**config.mk**
```make
export PLATFORM = sky130hd
export DESIGN_NAME = div_seq
export DESIGN_NICKNAME = d
export VERILOG_FILES = /design/src/rtl/div_seq.sv
export SDC_FILE = /design/constraint.sdc
export NUM_CORES = 1
export LEC_CHECK = 0
export BUFFER_PORTS_ARGS = -buffer_cell sky130_fd_sc_hd__buf_2
export CORE_MARGIN = 8
export CORE_UTILIZATION = 40
export DETAILED_ROUTE_END_ITERATION = 10
export GPL_ROUTABILITY_DRIVEN = 0
export PLACE_DENSITY = 0.63
export SLEW_MARGIN = 15
export SYNTH_ARGS = -nofsm -noshare
export SYNTH_HDL_FRONTEND = slang
export SYNTH_SLANG_ARGS = --single-unit
```
**constraint.sdc**
```tcl
create_clock -name clk -period 6.6 [get_ports clk]
set_input_delay 0.33 -clock clk [delete_from_list [all_inputs] [get_ports clk]]
set_output_delay 0.33 -clock clk [all_outputs]
set_load 0.02 [all_outputs]
```
**src/rtl/div_seq.sv**
```systemverilog
// Iterative radix-2 restoring divider for the execute stage.
// Signed/unsigned quotient or remainder in WIDTH+3 cycles; divide-by-zero finishes in one.
module div_seq #(
  parameter int unsigned WIDTH = 32
) (
  input  logic             clk,
  input  logic             rst_n,
  input  logic             start,
  input  logic [WIDTH-1:0] a,
  input  logic [WIDTH-1:0] b,
  input  logic             is_signed,
  input  logic             want_rem,
  input  logic             flush,
  output logic             busy,
  output logic             done,
  output logic [WIDTH-1:0] out,
  output logic             div_zero
);

  localparam int unsigned CW = $clog2(WIDTH) + 1;

  typedef enum logic [2:0] {
    S_IDLE  = 3'd0,
    S_LOAD  = 3'd1,
    S_RUN   = 3'd2,
    S_FIXUP = 3'd3,
    S_DONE  = 3'd4
  } state_t;

  state_t           r_state;
  state_t           w_state_nxt;
  logic             w_busy_nxt;
  logic             w_done_nxt;

  logic [WIDTH-1:0] r_a;
  logic [WIDTH-1:0] r_b;
  logic             r_signed;
  logic             r_want_rem;
  logic             r_sign_q;
  logic             r_sign_r;
  logic [WIDTH-1:0] r_quo;
  logic [WIDTH-1:0] r_rem;
  logic [WIDTH-1:0] r_dvs;
  logic [CW-1:0]    r_cnt;
  logic [WIDTH-1:0] r_out;
  logic             r_div_zero;
  logic             r_busy;
  logic             r_done;

  logic [WIDTH-1:0] w_mag_a;
  logic [WIDTH-1:0] w_mag_b;
  logic [WIDTH:0]   w_shift;
  logic             w_ge;
  logic [WIDTH-1:0] w_diff;
  logic [WIDTH-1:0] w_q_fix;
  logic [WIDTH-1:0] w_r_fix;

  // Operand magnitudes: negate only negative signed operands
  assign w_mag_a = (r_signed && r_a[WIDTH-1]) ? (~r_a + WIDTH'(1)) : r_a;
  assign w_mag_b = (r_signed && r_b[WIDTH-1]) ? (~r_b + WIDTH'(1)) : r_b;

  // One restoring step: partial remainder stays below the divisor, so the
  // low WIDTH bits of the difference are exact whenever the trial succeeds.
  assign w_shift = {r_rem, r_quo[WIDTH-1]};
  assign w_ge    = (w_shift >= {1'b0, r_dvs});
  assign w_diff  = w_shift[WIDTH-1:0] - r_dvs;

  assign w_q_fix = (r_signed && r_sign_q) ? (~r_quo + WIDTH'(1)) : r_quo;
  assign w_r_fix = (r_signed && r_sign_r) ? (~r_rem + WIDTH'(1)) : r_rem;

  // State register
  always_ff @(posedge clk or negedge rst_n) begin
    if (!rst_n) begin
      r_state <= S_IDLE;
      r_busy  <= 1'b0;
      r_done  <= 1'b0;
    end else begin
      r_state <= w_state_nxt;
      r_busy  <= w_busy_nxt;
      r_done  <= w_done_nxt;
    end
  end

  // Next-state and registered-output decode; flush overrides everything
  always_comb begin
    w_state_nxt = r_state;
    w_busy_nxt  = 1'b0;
    w_done_nxt  = 1'b0;
    if (flush) begin
      w_state_nxt = S_IDLE;
    end else begin
      case (r_state)
        S_IDLE, S_DONE: begin
          if (start) w_state_nxt = (b == '0) ? S_DONE : S_LOAD;
          else       w_state_nxt = S_IDLE;
        end
        S_LOAD:  w_state_nxt = S_RUN;
        S_RUN:   if (r_cnt == CW'(1)) w_state_nxt = S_FIXUP;
        S_FIXUP: w_state_nxt = S_DONE;
        default: w_state_nxt = S_IDLE;
      endcase
    end
    w_busy_nxt = (w_state_nxt == S_LOAD) || (w_state_nxt == S_RUN) ||
                 (w_state_nxt == S_FIXUP);
    w_done_nxt = (w_state_nxt == S_DONE);
  end

  // Datapath registers
  always_ff @(posedge clk or negedge rst_n) begin
    if (!rst_n) begin
      r_a        <= '0;
      r_b        <= '0;
      r_signed   <= 1'b0;
      r_want_rem <= 1'b0;
      r_sign_q   <= 1'b0;
      r_sign_r   <= 1'b0;
      r_quo      <= '0;
      r_rem      <= '0;
      r_dvs      <= '0;
      r_cnt      <= '0;
      r_out      <= '0;
      r_div_zero <= 1'b0;
    end else if (!flush) begin
      case (r_state)
        S_IDLE, S_DONE: begin
          if (start) begin
            r_a        <= a;
            r_b        <= b;
            r_signed   <= is_signed;
            r_want_rem <= want_rem;
            if (b == '0) begin
              r_quo      <= '1;
              r_rem      <= a;
              r_out      <= want_rem ? a : '1;
              r_div_zero <= 1'b1;
            end
          end
        end
        S_LOAD: begin
          r_quo    <= w_mag_a;
          r_dvs    <= w_mag_b;
          r_rem    <= '0;
          r_cnt    <= CW'(WIDTH);
          r_sign_q <= r_a[WIDTH-1] ^ r_b[WIDTH-1];
          r_sign_r <= r_a[WIDTH-1];
        end
        S_RUN: begin
          r_rem <= w_ge ? w_diff : w_shift[WIDTH-1:0];
          r_quo <= {r_quo[WIDTH-2:0], w_ge};
          r_cnt <= r_cnt - CW'(1);
        end
        S_FIXUP: begin
          r_quo      <= w_q_fix;
          r_rem      <= w_r_fix;
          r_out      <= r_want_rem ? w_r_fix : w_q_fix;
          r_div_zero <= 1'b0;
        end
        default: ;
      endcase
    end
  end

  assign busy     = r_busy;
  assign done     = r_done;
  assign out      = r_out;
  assign div_zero = r_div_zero;

endmodule
```
==> summary.md <==
| Metric | Value |
|---|---|
| Clk slew on worst S/H paths | 60 ps |
| CP max stage cell | nor2_2 |
| Top FF cell, synth | dfrtp_1 |
| CP Launch Type | register |
| Drt drc | 0 |
| Hold_ws | 27.6 ps |
| Mapped Cells | 1,728 |
| IO buf count | 104 |
| Detailed Routing Iterations Pass 1 | 5 |
| Vias in the first global route | 13,100 |
| Post-CTS Setup Inserts | 0 |
| Fraction of synthesized area in multiplexers | 0.0643 |
| Reg2reg setup slack | 2720 ps |
| Largest net degree at the start of global routing | 77 |
| Max clock buf depth | 3 |
| TritonCTS Buffers | 25 |
| Die X | 206 µm |
| R2r startpoint | r_quo[31] |
| PwrDens | 490 mW/mm² |
| Kind of critical path | register to register |
| Setup TNS | 0 ps |
| Max FO, Critical Path | 16 |
| Mapped cell area | 0.0144 mm² |
| Worst Setup End Kind | register |
| Simple-gate share of the synthesized area | 0.172 |
| RSZ-0062 raised after global routing | false |
| Actual slew at the worst max-slew pin | 1090 ps |
| Slew headroom | 0.273 |
| Grt ovf | 0 |
| # Max-Cap Violations | 0 |
| Row count | 69 |
| Initial Util | 0.405 |
| Clock root buffer | clkbuf_16 |
| VDD IR max | 228 µV |
| # diodes | 0 |
| Post-Layout Cell Count | 2,254 |
| Post-synthesis adder-cell area fraction | 0.0345 |
| Mean Syn Cell Area | 8.32 µm² |
| Number of synthesized flops with an enable pin | 0 |
| Worst skew pair latency | 550 ps |
| Syn-to-layout area delta | 12.1% |
| XOR/XNOR share of the synthesized area | 0.0908 |
| IO Pins | 105 |
| Fin crit share | 0.588 |
| Final WS setup | 2720 ps |
| Placed cell count | 2,207 |
| Crit path required time | 7050 ps |
| Vias per inst | 5.91 |
| HPWL Detailed | 33,500 µm |
| DRT iter0 DRCs | 1,377 |
| R2R depth | 12 |
| H-tree lvl count | 1 |
| Cell variety after synth | 66 |
| Clock sink total | 208 |
| Fmax | 258 MHz |
| Final clock skew | 22.0 ps |
| Buf/Inv on CP | 2 |
| Warnings from Yosys | 0 |
| Critical path cell sequence | inv_1, ha_1, nand2b_1, a21oi_1, o2111ai_1, o211ai_1, nand2_1, o211a_1, nor2_2, buf_4, mux2_2, a21o_1 |
| Worst path max stage delay | 580 ps |
| DIE AREA | 0.0423 mm² |
| Max-slew violations | 0 |
| Worst Hold Depth | 3 |
| Syn_nets | 1,837 |
| DR vias | 13,300 |
| DR WL/cell | 20.5 µm |
| WP data arrival | 4330 ps |
| Main combinational cell family by area after synthesis | compound AO/OA/AOI/OAI gates |
| GRT Total Usage | 0.215 |
| Antenna-violating nets left | 0 |
| Hold EP | r_b[30] |
| Die Ht | 206 µm |
| Status | complete, no violations |
| Core area | 0.0355 mm² |
| Setup Viol. Count Final | 0 |
| Initial antenna violation count | 1 |
| Final Hold Viols | 0 |
| Hold Crit Start | b[30] |
| Register area share after synthesis | 0.362 |
| Dpl ws | 2260 ps |
| Compound-Gate Fraction of Synth Area | 0.231 |
| Final min period | 3880 ps |
| Pleak | 6.91 nW |
| Reg2reg end | r_rem[4] |
| Share of cells above drive strength 1 | 0.136 |
| #FFs+latches synth | 208 |
| Total length of routed wires | 46,300 µm |
| Nets | 1,884 |
| Crit path max-delay family | compound AO/OA/AOI/OAI gates |
| Global-route wire length before repair | 73,000 µm |
| CTS tree | done |
| Ys async rst share | 1.00 |
| Worst hold path class | primary input to register |
[metrics by stage]
stage	util	power, mW	cell area, µm²
after CTS	0.454	7.87	16100
final	0.454	7.90	16100
after global routing	0.454	8.45	16100
after floorplan	-	5.22	14400
after global placement	0.430	6.29	15200
after detailed placement	0.430	6.38	15200
[cells by family after synthesis]
logic type,count (synthesis)
compound gates,554
xor+xnor,149
fa+ha+maj,39
buf+inv,171
flops,208
mux,85
simple gates,522
[placed cells by master (no fill, tap or decap), types with 38 or more instances in the layout]
master     n
buf_2    103
nand2_1  176
inv_1     67
xnor2_1   79
nor3_1    46
xor2_1    70
o21ai_0  195
dfrtp_1  207
ha_1      38
a21oi_1  167
mux2_2    59
nor2_1   139
[cells in the mapped netlist, types with 4 or more instances]
| cell type | n | area share |
|---|---|---|
| and2_1 | 10 | 0.0044 |
| nand4b_1 | 5 | 0.0030 |
| a31o_2 | 4 | 0.0024 |
| nand2_1 | 176 | 0.046 |
| clkbuf_1 | 95 | 0.025 |
| o21a_1 | 13 | 0.0068 |
| a31oi_1 | 19 | 0.0083 |
| or4_1 | 10 | 0.0052 |
| a21o_1 | 24 | 0.013 |
| o211ai_1 | 14 | 0.0073 |
| a211oi_1 | 7 | 0.0037 |
| o31ai_1 | 17 | 0.0089 |
| mux2_2 | 59 | 0.046 |
| dfrtp_1 | 208 | 0.36 |
| a21oi_1 | 168 | 0.058 |
| nor2_1 | 140 | 0.037 |
| nor3_1 | 46 | 0.016 |
| a211o_1 | 4 | 0.0024 |
| xnor2_1 | 79 | 0.048 |
| nor4_1 | 29 | 0.013 |
| mux2i_1 | 26 | 0.018 |
| buf_2 | 5 | 0.0017 |
| ha_1 | 38 | 0.033 |
| xor2_1 | 70 | 0.043 |
| nor2b_1 | 10 | 0.0044 |
| nand3_1 | 15 | 0.0052 |
| or3_1 | 23 | 0.010 |
| o21ai_0 | 195 | 0.068 |
| nand4_1 | 5 | 0.0022 |
| nand2b_1 | 22 | 0.0096 |
| o22a_1 | 15 | 0.0091 |
| and3_1 | 6 | 0.0026 |
| o41ai_1 | 5 | 0.0030 |
| o221ai_1 | 26 | 0.016 |
| or2_2 | 5 | 0.0022 |
| a221oi_1 | 11 | 0.0067 |
| o22ai_1 | 11 | 0.0048 |
| inv_1 | 67 | 0.017 |
[what timing repair did]
item                                   4_1_cts  5_1_grt
endpoints found under the hold margin       75        0
hold buffers                                 2        0
resized for setup                            0        0
[per-layer routing]
metal	up-vias	global-route usage	share of wire
met2	560	0.331	0.44
met3	97	0.0394	0.081
li1	6278	-	-
met1	6384	0.297	0.44
met4	2	0.0763	0.034
met5	-	0	0.00019
[where the power goes]
part	total (mW)	switching (mW)	internal, mW
clock	1.45	0.573	0.880
combinational	4.15	2.46	1.69
sequential	2.29	0.583	1.71
[registers in the layout, indices dropped and copies added, names as in the netlist]
register	flops
r_rem	32
r_dvs	32
r_cnt	6
r_quo	32
div_zero	1
r_signed	1
r_a	32
r_state	3
busy	1
r_want_rem	1
r_b	32
done	1
r_sign_r	1
r_sign_q	1
out	32
[tightest hold or removal path, stage by stage]
cell and delay, ps:
buf_2 90, nand2_1 40, o21ai_0 60
[worst max-delay path by stage]
stage	to	slack [ps]	cells past startpoint	startpoint
global placement	out[28]	2420	11	b[26]
finish	r_rem[4]	2720	12	r_quo[31]
detailed placement	out[20]	2260	11	b[26]
floorplan	r_rem[29]	3630	12	r_rem[3]
global route	out[29]	2450	11	b[26]
CTS	r_rem[4]	2730	12	r_quo[31]
[area by class of cell]
cell class	instances	area (µm²)
Clock buffer	37	731
Clock inverter	8	121
Fill cell	3490	19400
Inverter	68	255
Multi-Input combinational cell	1349	8550
Sequential cell	208	5210
Tap cell	461	577
Timing Repair Buffer	123	678
(Power assumes the default switching activity.)
